[src/rtl/spi_master.sv]
// SPI master sending a 2-bit command plus WIDTH-bit payload per frame, with MISO capture for read-data frames.
// Optional macro SPI_MASTER_SEQ_CHECK_EN: reject read-data (cmd=11) unless the previous completed frame was read-address (cmd=10).
module spi_master #(
    parameter int WIDTH  = 8,
    parameter int RD_LAT = 2
) (
    input  logic             clk,
    input  logic             rst_n,
    input  logic             start,
    input  logic [1:0]       cmd,
    input  logic [WIDTH-1:0] tx_data,
    output logic             busy,
    output logic             done,
    output logic [WIDTH-1:0] rx_data,
    output logic             rx_valid,
    output logic             err,
    input  logic             MISO,
    output logic             MOSI,
    output logic             SS_n
);

    localparam int FW    = WIDTH + 2;
    localparam int CNT_W = $clog2(FW + RD_LAT + 1);
    localparam int WAIT_LAST = (RD_LAT > 0) ? RD_LAT - 1 : 0;

    localparam logic [2:0] S_IDLE    = 3'd0;
    localparam logic [2:0] S_SELECT  = 3'd1;
    localparam logic [2:0] S_SHIFT   = 3'd2;
    localparam logic [2:0] S_WAIT    = 3'd3;
    localparam logic [2:0] S_CAPTURE = 3'd4;
    localparam logic [2:0] S_GAP     = 3'd5;

    logic [2:0]       state_reg, state_next;
    logic [CNT_W-1:0] cnt_reg, cnt_next;
    logic [FW-1:0]    shift_reg, shift_next;
    logic [WIDTH-1:0] rx_shift_reg, rx_shift_next;
    logic [WIDTH-1:0] rx_data_reg, rx_data_next;
    logic [1:0]       cmd_reg, cmd_next;
    logic [WIDTH-1:0] rx_word;
    logic             reject;

`ifdef SPI_MASTER_SEQ_CHECK_EN
    logic seq_reg;
    logic err_reg;

    assign reject = (cmd == 2'b11) && !seq_reg;
    assign err    = err_reg;

    // The flag reflects only completed frames; rejected requests leave it untouched.
    always_ff @(posedge clk or negedge rst_n) begin
        if (!rst_n) begin
            seq_reg <= 1'b0;
            err_reg <= 1'b0;
        end else begin
            err_reg <= (state_reg == S_IDLE) && start && reject;
            if (state_reg == S_GAP)
                seq_reg <= (cmd_reg == 2'b10);
        end
    end
`else
    assign reject = 1'b0;
    assign err    = 1'b0;
`endif

    assign rx_word = {rx_shift_reg[WIDTH-2:0], MISO};

    always_comb begin
        state_next    = state_reg;
        cnt_next      = cnt_reg;
        shift_next    = shift_reg;
        rx_shift_next = rx_shift_reg;
        rx_data_next  = rx_data_reg;
        cmd_next      = cmd_reg;
        case (state_reg)
            S_IDLE: begin
                if (start && !reject) begin
                    shift_next = {cmd, tx_data};
                    cmd_next   = cmd;
                    cnt_next   = CNT_W'(1);
                    state_next = S_SELECT;
                end
            end
            S_SELECT: begin
                if (cnt_reg == '0) begin
                    cnt_next   = CNT_W'(FW - 1);
                    state_next = S_SHIFT;
                end else begin
                    cnt_next = cnt_reg - 1'b1;
                end
            end
            S_SHIFT: begin
                shift_next = {shift_reg[FW-2:0], 1'b0};
                if (cnt_reg == '0) begin
                    if (cmd_reg != 2'b11) begin
                        state_next = S_GAP;
                    end else if (RD_LAT == 0) begin
                        cnt_next   = CNT_W'(WIDTH - 1);
                        state_next = S_CAPTURE;
                    end else begin
                        cnt_next   = CNT_W'(WAIT_LAST);
                        state_next = S_WAIT;
                    end
                end else begin
                    cnt_next = cnt_reg - 1'b1;
                end
            end
            S_WAIT: begin
                if (cnt_reg == '0) begin
                    cnt_next   = CNT_W'(WIDTH - 1);
                    state_next = S_CAPTURE;
                end else begin
                    cnt_next = cnt_reg - 1'b1;
                end
            end
            S_CAPTURE: begin
                rx_shift_next = rx_word;
                if (cnt_reg == '0) begin
                    // Publish on the same edge that enters GAP so rx_data lines up with done.
                    rx_data_next = rx_word;
                    state_next   = S_GAP;
                end else begin
                    cnt_next = cnt_reg - 1'b1;
                end
            end
            S_GAP: begin
                state_next = S_IDLE;
            end
            default: begin
                state_next = S_IDLE;
            end
        endcase
    end

    always_ff @(posedge clk or negedge rst_n) begin
        if (!rst_n) begin
            state_reg    <= S_IDLE;
            cnt_reg      <= '0;
            shift_reg    <= '0;
            rx_shift_reg <= '0;
            rx_data_reg  <= '0;
            cmd_reg      <= '0;
        end else begin
            state_reg    <= state_next;
            cnt_reg      <= cnt_next;
            shift_reg    <= shift_next;
            rx_shift_reg <= rx_shift_next;
            rx_data_reg  <= rx_data_next;
            cmd_reg      <= cmd_next;
        end
    end

    assign busy     = (state_reg != S_IDLE);
    assign done     = (state_reg == S_GAP);
    assign rx_valid = (state_reg == S_GAP) && (cmd_reg == 2'b11);
    assign rx_data  = rx_data_reg;
    assign SS_n     = (state_reg == S_IDLE) || (state_reg == S_GAP);
    assign MOSI     = ((state_reg == S_SELECT) || (state_reg == S_SHIFT)) ? shift_reg[FW-1] : 1'b0;

endmodule

[config.mk]
export PLATFORM = sky130hd
export DESIGN_NAME = spi_master
export DESIGN_NICKNAME = d
export VERILOG_FILES = /design/src/rtl/spi_master.sv
export SDC_FILE = /design/constraint.sdc
export NUM_CORES = 1
export LEC_CHECK = 0
export BUFFER_PORTS_ARGS = -buffer_cell sky130_fd_sc_hd__buf_4
export CAP_MARGIN = 20
export CELL_PAD_IN_SITES_DETAIL_PLACEMENT = 1
export CELL_PAD_IN_SITES_GLOBAL_PLACEMENT = 2
export CORE_MARGIN = 4
export CORE_UTILIZATION = 32
export DETAILED_ROUTE_END_ITERATION = 8
export GPL_TIMING_DRIVEN = 0
export PLACE_DENSITY = 0.83
export SKIP_CTS_REPAIR_TIMING = 1
export SLEW_MARGIN = 10
export SYNTH_ARGS = -nofsm -noshare
export SYNTH_HDL_FRONTEND = slang
export SYNTH_SLANG_ARGS = --single-unit
[constraint.sdc]
create_clock -name clk -period 1.52 [get_ports clk]
set_input_delay 0.228 -clock clk [delete_from_list [all_inputs] [get_ports clk]]
set_output_delay 0.228 -clock clk [all_outputs]
set_load 0.01 [all_outputs]
# After elaboration in Yosys (flattened, before gate mapping)
# Cells that the tools add are included.
# word_totals
out_inout_bits	14
register_bits	34
wordCells	51
inputBits	14
# classes
reduce_logical	13
n_eq_ne	14
n_mux	17
n_addsub	1
# ops
operator	n
2-to-1 mux 4 bit	6
case mux 10 bit (2 select lines)	1
case mux 4 bit (5 select lines)	1
2-to-1 mux 3 bit	6
case mux 3 bit (5 select lines)	1
inequality test 2 bit (second input constant)	7
2-to-1 mux 10 bit	1
== test 3 x 2 -> 1 bit (second input constant)	2
== test 3 bit (second input constant)	2
AND reduction 2 bit	3
AND reduction 5 bit	1
nonzero test 5 bit	1
zero test 4 bit	1
AND reduction 4 bit	1
subtractor 4 x 1 -> 4 bit (second input constant)	1
== test 3 x 1 -> 1 bit (second input constant)	1
zero test 3 bit	1
inequality test 3 bit (second input constant)	1
nonzero test 3 bit	1
== test 2 bit (second input constant)	1
logical OR 1 bit	2
nonzero test 2 bit	1
logical AND 1 bit	1
2-to-1 mux 1 bit	1

# Longest topological paths before layout
# logic_depth
depth_word	4
mapped_depth	7
mapped_depth_nobuf	6

# Least setup slack after synthesis
# OpenSTA, ideal clock, no wires.
# synth_path
path_kind	reg2reg
start	reg cnt_reg[0]
end	reg cnt_reg[3]
arrival_ns	1.535
n_path_buf	0
setup_slack_ns	-0.139
stages_incl_launch_ff	7
t_required_ns	1.396
setup_time_ns	0.124
cell_sequence	dfrtp_1 > inv_1 > ha_1 > nor3b_4 > a31o_1 > a21o_4 > a211o_1
# synth_via
elab_chain_cells	3
# synth_lines
item	line	rtl
from (decl)	34	logic [CNT_W-1:0] cnt_reg, cnt_next;
from (signal assigned)	144	cnt_reg <= cnt_next;
subtractor 4 x 1 -> 4 bit / zero test 4 bit (equally long branches)	-	
2-to-1 mux 4 bit, or another cell as far along	117	if (cnt_reg == '0) begin
case mux 4 bit (5 select lines) / AND reduction 4 bit (equally long branches)	-	
# Parallel ways exist; a longest one is shown, timed or not. The select of a mux whose other input is x is not followed.
# A chain may end at the register's enable or synchronous reset.

# Final worst setup path
# layout_path
start	reg cnt_reg[0]
end	reg state_reg[0]
# layout_via
elab_chain_cells	3
# layout_lines
item	line	rtl
zero test 4 bit *	-	
inequality test 2 bit (no line)	-	
AND reduction 5 bit (no line) *	-	
to (signal assigned)	143	state_reg <= state_next;
to (decl)	33	logic [2:0] state_reg, state_next;
# Mark *: on every way between the ends. The rest lies on a longest branch, timed or not.

==> summary.txt <==
====================================================================================================
H-tree level count                                                                                 2
Initial Util                                                                                   33.2%
First-pass GRT wire length                                                                   6490 um
Number of sinks handled by clock tree synthesis                                                   34
Placement Setup Slack                                                                      -0.300 ns
Average cell area after synthesis                                                          11.0 um^2
Layout area overhead                                                                           33.7%
Worst Setup Slack, final                                                                   -0.238 ns
#FFs+latches synth                                                                                34
Max rail drop VDD                                                                         0.000655 V
Cell count after synthesis                                                                       154
Count of port buffers added during placement                                                      26
Clock Latency Late Sink                                                                      0.28 ns
Cells taking the most area after synthesis                                              dfrtp_1 (50%), mux2_2 (8.6%), o22ai_1 (3.3%)
Overall fraction of global-route tracks in use                                                 13.1%
Vias                                                                                           1,306
Routability-driven placement congestion ratio                                                  0.776
Required arrival time at the worst endpoint                                                  1.71 ns
Fraction of the cycle the final worst path needs                                                116%
Most prevalent standard cell on the critical path                                            o21ai_0
DP Wirelength                                                                                2850 um
Final Max Slew Viols                                                                               0
Primary FF master, synth                                                                     dfrtp_1
Max incr delay on CP                                                                         0.43 ns
Fillcell total                                                                                   578
I/O pin count                                                                                     28
Number of inserted diodes                                                                          0
Most frequent standard cell in the layout excluding fill and tap cells                         buf_4
Vertical die dimension                                                                       80.8 um
Type of element capturing the critical path                                                     flop
Maximum net fanout on the critical path                                                            5
Length of routed met2 wiring                                                                 2150 um
Clock root buffer master                                                                    clkbuf_8
Wire length on met1                                                                          1840 um
Internal cell power                                                                          2.74 mW
Startpoint types                                                                                flop
Highest metal used                                                                              met4
FFs w/ async S/R, synth                                                                         100%
Post-route cell area                                                                    0.00227 mm^2
Violations in the final reports                                                         setup timing
Number of buffers on the longest clock path                                                        2
Number of flip-flops in the largest register                                                      10
Total number of yosys warnings                                                                     0
Comb pwr share                                                                                 53.0%
First-pass iteration count of the detailed router                                                  4
Crit-path slowest cell                                                                        or3b_4
Share of layout cells above drive strength 1                                                   45.2%
Path type of the worst min-delay path                                                      in -> reg
Status                                                                                  complete, but fails checks
Switching Fraction                                                                             39.4%
Mapped Area                                                                             0.00170 mm^2
Share of Yosys cell area claimed by the top area cell type                                     50.2%
Core outline area                                                                       0.00511 mm^2
Synthesized net count                                                                            170
Largest net degree at the start of global routing                                                 35
Depth of the worst register-to-register path                                                       6
Die ar.                                                                                 0.00653 mm^2
Max-cap violations                                                                                 0
GR Overflow Total                                                                                  0
Fin nets                                                                                         214
Critical path class                                                                       reg -> reg
Fmax                                                                                         569 MHz
Post-synth top area cell                                                                     dfrtp_1
Wirelength per Cell                                                                          15.6 um
Leakage power summed over all cells                                                          1.11 nW
Sequential Power Share                                                                         33.0%
Sequential Area                                                                             853 um^2
Number of flops mapped to enable cells by yosys                                                    0
Final count of hold timing violations                                                              0
Total Power                                                                                  4.53 mW
Most frequent cells in the layout                                                       buf_4 (39), dfrtp_1 (32), nand2_1 (13), mux2_2 (13), inv_1 (10)
Width of the die                                                                             80.8 um
Share of synthesized area occupied by flip-flops and latches                                   50.2%
Time the worst path needs with I/O delays and setup                                          1.76 ns
Row cnt                                                                                           26
Critical path data arrival time                                                              1.94 ns
Post-Route Skew                                                                           0.00884 ns
Switching component of the power                                                             1.79 mW
Number of antenna violations at the first check in global routing                                  0
DR iter-0 viols                                                                                   39
Setup repair after global routing missed its margin                                              yes
CTS tree                                                                                       built
Hold depth                                                                                         3
Synth cell types                                                                                  41
Via count of the first global-routing pass                                                     1,342
Clk pwr share                                                                                  14.0%
Standard cell area after detailed placement                                             0.00198 mm^2
Power per cell area                                                                     2000 mW/mm^2
Via density                                                                                     4.89
Met3 routed wirelength                                                                         98 um
Cells along the critical path                                                           inv_2 -> ha_4 -> or3b_4 -> o21ai_0 -> o21ai_0 -> o22ai_1
Final hold slack                                                                            0.156 ns
Number of antenna-violating nets in the routed design                                              0
Clock-pin slew reported for the worst setup and hold paths after clock tree synthesis        0.07 ns
CTS buffer count                                                                                   5
Final routed DRC violation total                                                                   0
Area of combinational cells with multiple inputs                                            838 um^2
Final-report setup violation count                                                                29
Drt total wl                                                                                 4170 um
====================================================================================================
==> power groups by stage <==
stage               registers, mW  clock network, mW  logic [mW]
global route                 1.54              0.700        2.66
CTS                          1.47              0.656        1.92
finish                       1.49              0.634        2.40
global placement             1.45                  0        1.83
detailed placement           1.48                  0        1.91
floorplan                    1.42                  0        1.40
==> Yosys cell counts (3+ instances only) <==
| library cell | instances |
|---|---|
| dfrtp_1 | 34 |
| nand2_1 | 14 |
| inv_1 | 13 |
| mux2_2 | 13 |
| a21oi_1 | 9 |
| o22ai_1 | 9 |
| nand3_1 | 5 |
| o21ai_0 | 5 |
| mux2i_1 | 4 |
| nor2_1 | 4 |
| buf_4 | 3 |
| mux2_1 | 3 |
| nor3_1 | 3 |
==> per-layer routing <==
layer | global-route usage [%] | vias to the layer above
li1 | - | 631
met1 | 16.3 | 655
met2 | 21.6 | 16
met3 | 3.22 | 4
met4 | 5.41 | 0
met5 | 0 | -
==> critical path, delay by kind of cell (launching register included) <==
kind	cells	cell delay, ns
AO/OA/AOI/OAI	3	0.54
AND/OR/NAND/NOR	1	0.43
flip-flops	1	0.41
adder cells (fa/ha/maj)	1	0.16
buffers and inverters	1	0.11
==> cell families after synthesis <==
kind of cell | synth area share, %
compound gates | 15.4
xor+xnor | 0.517
fa+ha+maj | 1.48
buf+inv | 6.27
flops | 50.2
mux | 13.0
other cells | 0.221
simple gates | 13.0
==> layout make-up <==
type,count,area share (%)
multi-input cells,99,37.0
clock buffers,6,3.64
flip-flops and latches,34,37.7
well taps,70,3.87
inverters,14,2.32
plain buffers,6,2.65
repair buffers,38,12.9
==> worst paths after layout <==
check / slack [ns] / start / end
setup / recovery: -0.24 / cnt_reg[0]$_DFFE_PN0P_ / state_reg[0]$_DFFE_PN0P_
hold / removal: 0.16 / cmd[0] / cmd_reg[0]$_DFFE_PN0P_
setup reg to reg: -0.24 / cnt_reg[0]$_DFFE_PN0P_ / state_reg[0]$_DFFE_PN0P_
hold reg to reg: 0.49 / shift_reg[9]$_DFFE_PN0P_ / shift_reg[9]$_DFFE_PN0P_
max in group asynchronous: 0.74 / rst_n / state_reg[2]$_DFFE_PN0P_
min in group asynchronous: 0.42 / rst_n / cnt_reg[0]$_DFFE_PN0P_
==> per-stage QoR <==
step,cells,setup TNS [ns],utilization (%)
3_5_place_dp,250,-3.84,38.9
4_1_cts,256,-5.30,40.5
2_1_floorplan,154,-0.819,-
3_3_place_gp,250,-3.22,38.9
5_1_grt,267,-5.88,44.4
6_report,267,-2.89,44.4
No activity file was read; power rests on OpenSTA's default activity.
